$ cat config.mk
export PLATFORM = sky130hd
export DESIGN_NAME = writeback_queue
export DESIGN_NICKNAME = d
export VERILOG_FILES = /design/src/rtl/writeback_queue.sv
export SDC_FILE = /design/constraint.sdc
export NUM_CORES = 1
export LEC_CHECK = 0
export CORE_MARGIN = 2
export CORE_UTILIZATION = 60
export CTS_BUF_LIST = sky130_fd_sc_hd__clkbuf_8
export DETAILED_ROUTE_END_ITERATION = 6
export PLACE_DENSITY = 0.95
export SYNTH_ARGS = -nofsm -noshare
export SYNTH_HDL_FRONTEND = slang
export SYNTH_SLANG_ARGS = --single-unit
$ cat constraint.sdc
create_clock -name clk -period 5.7 [get_ports clk]
set_clock_uncertainty 0.1 [all_clocks]
set_input_delay 0.57 -clock clk [delete_from_list [all_inputs] [get_ports clk]]
set_output_delay 0.57 -clock clk [all_outputs]
set_load 0.02 [all_outputs]
$ cat src/rtl/writeback_queue.sv
// writeback_queue: in-order buffer between the execute/memory stages and the
// register file write port. Loads and ALU results arrive over valid/ready,
// drain one per cycle to the register file, and can be forwarded while pending.
//
// Handshake: a producer holds valid (and its payload) until it sees ready in
// the same cycle; the transfer happens on the posedge where valid && ready.
// ready never depends on the producer's own valid; alu_ready only depends on
// mem_valid because a load takes the single push slot.
module writeback_queue #(
    parameter int WORD_SIZE = 32,
    parameter int ADDRES    = $clog2(WORD_SIZE),
    parameter int DEPTH     = 4
) (
    input  logic                 clk,
    input  logic                 rst,
    input  logic                 alu_valid,
    output logic                 alu_ready,
    input  logic [ADDRES-1:0]    alu_addres,
    input  logic [WORD_SIZE-1:0] alu_data,
    input  logic                 mem_valid,
    output logic                 mem_ready,
    input  logic [ADDRES-1:0]    mem_addres,
    input  logic [WORD_SIZE-1:0] mem_data,
    input  logic                 stall,
    output logic                 signal_we,
    output logic [ADDRES-1:0]    addres_write,
    output logic [WORD_SIZE-1:0] data_write,
    input  logic [ADDRES-1:0]    lookup_addres_1,
    output logic                 lookup_hit_1,
    output logic [WORD_SIZE-1:0] lookup_data_1,
    input  logic [ADDRES-1:0]    lookup_addres_2,
    output logic                 lookup_hit_2,
    output logic [WORD_SIZE-1:0] lookup_data_2,
    output logic                 full,
    output logic                 empty
);

    localparam int PW = $clog2(DEPTH);
    localparam int CW = $clog2(DEPTH + 1);

    logic [ADDRES-1:0]    addr_mem_q [DEPTH];
    logic [WORD_SIZE-1:0] data_mem_q [DEPTH];
    logic [PW-1:0]        wr_ptr_q, wr_ptr_d;
    logic [PW-1:0]        rd_ptr_q, rd_ptr_d;
    logic [CW-1:0]        count_q, count_d;
    logic                 full_q, empty_q;
    logic                 we_q;
    logic [ADDRES-1:0]    aw_q;
    logic [WORD_SIZE-1:0] dw_q;

    logic                 mem_fire, alu_fire, enq, pop;
    logic [ADDRES-1:0]    push_addr;
    logic [WORD_SIZE-1:0] push_data;
    logic [WORD_SIZE:0]   look_1, look_2;

    // Arbitration: load wins the single push slot; nothing accepted when full or in reset.
    always_comb begin
        mem_ready = !rst && !full_q;
        alu_ready = !rst && !full_q && !mem_valid;
        mem_fire  = mem_valid && mem_ready;
        alu_fire  = alu_valid && alu_ready;
        push_addr = mem_fire ? mem_addres : alu_addres;
        push_data = mem_fire ? mem_data : alu_data;
        // Writes to $zero complete the handshake but are dropped here.
        enq       = (mem_fire || alu_fire) && (push_addr != '0);
        pop       = !stall && !empty_q;
        wr_ptr_d  = enq ? wr_ptr_q + PW'(1) : wr_ptr_q;
        rd_ptr_d  = pop ? rd_ptr_q + PW'(1) : rd_ptr_q;
        count_d   = count_q + CW'(enq) - CW'(pop);
    end

    // Pointers, occupancy and the registered full/empty flags.
    always_ff @(posedge clk) begin
        if (rst) begin
            wr_ptr_q <= '0;
            rd_ptr_q <= '0;
            count_q  <= '0;
            full_q   <= 1'b0;
            empty_q  <= 1'b1;
        end else begin
            wr_ptr_q <= wr_ptr_d;
            rd_ptr_q <= rd_ptr_d;
            count_q  <= count_d;
            full_q   <= (count_d == CW'(DEPTH));
            empty_q  <= (count_d == '0);
        end
    end

    // Entry storage; contents are only meaningful inside the occupied window.
    always_ff @(posedge clk) begin
        if (!rst && enq) begin
            addr_mem_q[wr_ptr_q] <= push_addr;
            data_mem_q[wr_ptr_q] <= push_data;
        end
    end

    // Registered write port: present the head for one cycle per pop, else hold.
    always_ff @(posedge clk) begin
        if (rst) begin
            we_q <= 1'b0;
            aw_q <= '0;
            dw_q <= '0;
        end else if (pop) begin
            we_q <= 1'b1;
            aw_q <= addr_mem_q[rd_ptr_q];
            dw_q <= data_mem_q[rd_ptr_q];
        end else begin
            we_q <= 1'b0;
        end
    end

    // Youngest pending value for a register: output stage is oldest, then the
    // FIFO from head to tail so later matches override earlier ones.
    function automatic logic [WORD_SIZE:0] lookup(input logic [ADDRES-1:0] a);
        logic [WORD_SIZE:0] r;
        logic [PW-1:0]      idx;
        r   = '0;
        idx = '0;
        if (a != '0) begin
            if (we_q && aw_q == a) r = {1'b1, dw_q};
            for (int i = 0; i < DEPTH; i++) begin
                idx = rd_ptr_q + PW'(i);
                if (CW'(i) < count_q && addr_mem_q[idx] == a) r = {1'b1, data_mem_q[idx]};
            end
        end
        return r;
    endfunction

    // Two independent forwarding ports share the same search.
    always_comb begin
        look_1 = lookup(lookup_addres_1);
        look_2 = lookup(lookup_addres_2);
    end

    assign lookup_hit_1  = look_1[WORD_SIZE];
    assign lookup_data_1 = look_1[WORD_SIZE-1:0];
    assign lookup_hit_2  = look_2[WORD_SIZE];
    assign lookup_data_2 = look_2[WORD_SIZE-1:0];
    assign signal_we     = we_q;
    assign addres_write  = aw_q;
    assign data_write    = dw_q;
    assign full          = full_q;
    assign empty         = empty_q;

endmodule

[Yosys cells after proc, flatten, opt, wreduce, memory -nomap -nowiden]
Memory sizes are Yosys's and may differ from the RTL's. A register that Yosys moved wholly into a read port is not among the register bits.
Index checks and enable logic that the tools add are counted.
Storage, ports and cells
  register bits: 47
  bits in writable memories: 148
  input port bits: 89
  output and inout port bits: 108
  memories: 2
Memory list
  data_mem_q: depth 4, bits a word 32, read ports 4, clocked after Yosys merged registers in 1, wr ports 1, RTL line 42  | logic [WORD_SIZE-1:0] data_mem_q [DEPTH];
  addr_mem_q: depth 4, bits a word 5, read ports 4, clocked after Yosys merged registers in 1, wr ports 1, RTL line 41  | logic [ADDRES-1:0] addr_mem_q [DEPTH];
Operators by class
  $add $sub $neg: 6
  magnitude comparators: 4
  eq/ne operators: 11
  muxes and demuxes: 21
  reduce and logical (&&, ||, !) cells: 27
Operators by type and width (number)
  two-way mux 33 bit: 12
  equality test 5 bit: 10
  two-way mux 32 bit: 1
  logical AND 1 bit: 17
  nonzero test 5 bit: 3
  two-way mux 2 bit: 4
  less-than comparator 1 x 3 -> 1 bit (first input constant): 2
  less-than comparator 2 x 3 -> 1 bit (first input constant): 2
  zero test 1 bit: 5
  two-way mux 5 bit: 1
  adder 2 x 1 -> 2 bit (second input constant): 2
  adder 2 bit (second input constant): 2
  adder 3 x 1 -> 3 bit: 1
  equality test 3 bit (second input constant): 1
  zero test 3 bit: 1
  two-way mux 1 bit: 3
  subtractor 3 x 1 -> 3 bit: 1
  logical OR 1 bit: 1

[Longest topological paths before layout]
  depth in word-level cells: 9
  mapped depth: 14

[Worst setup path before layout]
No wires, ideal clock.
  kind: in2reg
  start point: in rst
  end point: mem addr_mem_q[0][0] (netlist name) (enable)
  library setup time: 0.431 ns
  arrival time: 3.271 ns
  required time: 5.169 ns
  setup slack: 1.898 ns
  cell stages on the path: 7
  cells stage by stage: nor3b_1 -> clkbuf_1 -> mux2_2 -> nor3_1 -> a21o_1 -> clkbuf_1 -> nor2_1
Between the ends
  cells in the longest elaborated chain, start to end: 9
  elaborated cells between the ends (all ways): 12
  classes of those cells: mux (3); reduce/logical (9)
RTL lines
  from (decl): RTL line 15  | input logic rst,
  zero test 1 bit: RTL line 58  | mem_ready = !rst && !full_q;
  logical AND 1 bit: RTL line 58
  logical AND 1 bit: RTL line 60  | mem_fire = mem_valid && mem_ready;
  two-way mux 5 bit: RTL line 62  | push_addr = mem_fire ? mem_addres : alu_addres;
  named net push_addr[1]: RTL line 52  | logic [ADDRES-1:0] push_addr;
  nonzero test 5 bit: RTL line 65  | enq = (mem_fire || alu_fire) && (push_addr != '0);
  logical AND 1 bit: RTL line 65
  logical AND 1 bit: RTL line 91  | if (!rst && enq) begin
  two-way mux 1 bit: RTL line 91
  two-way mux 1 bit (not written as such): RTL line 92  | addr_mem_q[wr_ptr_q] <= push_addr;
  to (decl): RTL line 41
The timed path passes the listed nets, and every way through them passes these cells.

==> flow_summary.yaml <==
detailed_routing:
  antenna_left: 0
  drt_pass1_iterations: 7
  drt_iter0_markers: 1706
  vias_per_cell: 7.64
  post_drt_wl_per_cell_um: 28.4
  routed_wl_um: 42300
  num_vias: 11355
  drc_errors: 1
final_layout:
  nets: 1259
  n_fill_cell: 1401
  utilization_pct: 72.7
  antennaDiodeCount: 0
  ff_latch_area_sq_um: 5440
  multi_input_area_sq_um: 8030
  drive_gt1_share_pct: 31.2
  areaGrowthSynthToFinish_pct: 18.0
critical_path:
  worstPathArrival_ns: 4.61
  crit_required_ns: 5.03
  path_class: "reg2out"
  critPathBufInv: 2
  slowest_delay_ns: 0.68
  critPathMaxFanout: 17
  critPathLaunchType: "flop"
  cp_top_family: "simple AND/OR/NAND/NOR gates"
  critPathSlowestCell: "clkdlybuf4s50_1"
  crit_chain: "mux4_2 > xor2_1 > nor4_2 > and2_2 > buf_4 > a221oi_1 > o31ai_1 > clkdlybuf4s50_1"
  cp-end-kind: "output port"
timing:
  slew_viol_final: 0
  fmax_mhz: 189
  post-route-min-period_ns: 5.28
  final-hold-violation-count: 0
  tightest_slew_ns: 1.22
  setup_viol: 0
  fin_tns_setup_ns: 0
  slew_headroom_pct: 18.7
  grt_setup_unrepaired: "no"
  fin_crit_sh_pct: 92.6
  fin_ws_ns: 0.422
synthesis:
  synth_nets: 1135
  synth_seq_area_share_pct: 38.7
  synth_cells: 1037
  synthArstFlopShare_pct: 0
  synth_edf_count: 148
  synth_flop_cell: "edfxtp_1"
  syn_avg_cell_area_sq_um: 13.5
  ys_types: 51
  syn_area_sq_um: 14000
  yosys.area.top_type: "edfxtp_1"
  ys_ff_latch: 197
  yosys-top-cells-area: "edfxtp_1 32%, mux4_2 24%, dfxtp_1 7.0%, a221oi_2 3.1%, nor4b_2 3.1%"
  yosysWarnings: 0
  synth_top_area_share_pct: 31.7
grt:
  grt.total_usage_pct: 34.6
  grt_max_degree: 77
  antenna_found_initial: 0
  overflow: 0
  grt_pass1_vias: 11447
  grt_pass1_wl_um: 63900
cts:
  holdBufCountCts: 0
  post_cts_buffers: 0
  postCtsResizedCells: 0
  cts_max_level: 4
  clock_sinks: 197
  cts_tree: "built"
  clock_latency_ns: 0.49
  cts_buffers: 17
  clkTransAtPathRegs_ns: 0.10
  cts-root-buf: "clkbuf_8"
  cts_buffer_depth: 2
worst_hold_path:
  min_path_type: "reg2reg"
power_and_ir_drop:
  power_density_nw_per_um2: 330
  p_leak_nw: 4.90
  ir_drop_v: 0.000300
floorplan:
  die_h_um: 157
  die_w_um: 157
  row_count: 55
  io_pins: 197
  core_area_sq_um: 22800
  start_util_pct: 61.6
  dieArea_sq_um: 24600
place:
  hpwl_um: 26600
  routabilityCongestion: 0.930
  io_buffers: 196
  place_worst_setup_slack_ns: 1.02
job:
  drv_cap: 0
outcome:
  run_status: "complete, but fails checks"
  violations: "design-rule violations"
cells in the mapped netlist, types with 8 or more instances:
| cell type | number |
|---|---|
| a22oi_1 | 32 |
| mux2i_1 | 10 |
| nor2_1 | 24 |
| a221oi_2 | 29 |
| a21oi_1 | 42 |
| nand2_1 | 83 |
| nor4b_2 | 29 |
| ha_1 | 8 |
| edfxtp_1 | 148 |
| o31ai_2 | 29 |
| dfxtp_1 | 49 |
| buf_2 | 27 |
| inv_1 | 13 |
| xnor2_1 | 25 |
| xor2_1 | 27 |
| clkbuf_1 | 66 |
| a32oi_1 | 32 |
| nor3_1 | 35 |
| buf_6 | 15 |
| mux2_2 | 37 |
| a221oi_1 | 35 |
| o31ai_1 | 35 |
| mux4_2 | 148 |
tightest hold or removal path, cell delays in order, from the launching register on:
cell and delay (ns):
dfxtp_1 0.35, nand2_1 0.06, a21oi_1 0.05
per-stage QoR:
stage | cells | hold slack, ns | cell area, sq um | power (W)
floorplan | 1037 | 0.418 | 14000 | 0.00366
global placement | 1455 | 0.381 | 16100 | 0.00430
detailed placement | 1455 | 0.391 | 16100 | 0.00441
CTS | 1487 | 0.404 | 16600 | 0.00541
global route | 1487 | 0.435 | 16600 | 0.00565
finish | 1487 | 0.406 | 16600 | 0.00546
routing by layer:
layer  wire length, um  share of wire [%]  global-route usage, %
met5                 0                  0                      0
met4              2680                6.3                   19.4
met3              6330                 15                   12.1
met2             19500                 46                   54.5
met1             13700                 32                   41.9
report_power, final:
part	switching [W]	internal [W]	total [W]
combinational	0.00136	0.00108	0.00245
sequential	0.000247	0.00174	0.00199
clock	0.000530	0.000497	0.00103
total	0.00214	0.00332	0.00546
worst paths after layout:
path                      start                end  slack [ns]  cells after the start
setup / recovery           flop  lookup_data_2[31]        0.42                      8
hold / removal    data_write[0]      data_write[0]        0.41                      2
setup reg to reg           full               full        1.76                     12
hold reg to reg   data_write[0]      data_write[0]        0.41                      2
sequential cells by signal (all words and copies together), names as in the netlist, named ones only:
signal        cells
wr_ptr_q          2
full              1
count_q           3
signal_we         1
empty             1
rd_ptr_q          2
addr_mem_q       20
data_mem_q      128
data_write       32
addres_write      5
cell families after synthesis:
kind of cell / count (synthesis) / synth area share [%]
compound gates: 243 / 15.6
simple gates: 205 / 9.20
flops: 197 / 38.7
mux: 195 / 27.4
buf+inv: 135 / 4.87
xor+xnor: 53 / 3.36
fa+ha+maj: 9 / 0.856
layout by cell type (no fill, tap or decap), drive strengths merged, types with 8 or more instances in the layout:
master / instances
a21oi: 42
mux2i: 10
buf: 31
clkdlybuf4s50: 195
nor4b: 31
ha: 8
o31ai: 64
inv: 22
nand2: 83
a22oi: 32
clkbuf: 18
nor3: 35
dfxtp: 49
nor2: 24
mux2: 37
edfxtp: 148
mux4: 148
a32oi: 32
nor4: 8
xor2: 27
xnor2: 26
a221oi: 64
layout make-up:
class | instances | share of cell area [%]
clock inverters | 14 | 1.20
repair buffers | 226 | 13.3
inverters | 14 | 0.317
well taps | 313 | 2.37
flip-flops and latches | 197 | 32.8
clock buffers | 18 | 1.50
multi-input cells | 705 | 48.5
Note: power is estimated with default switching activity, not from simulation.
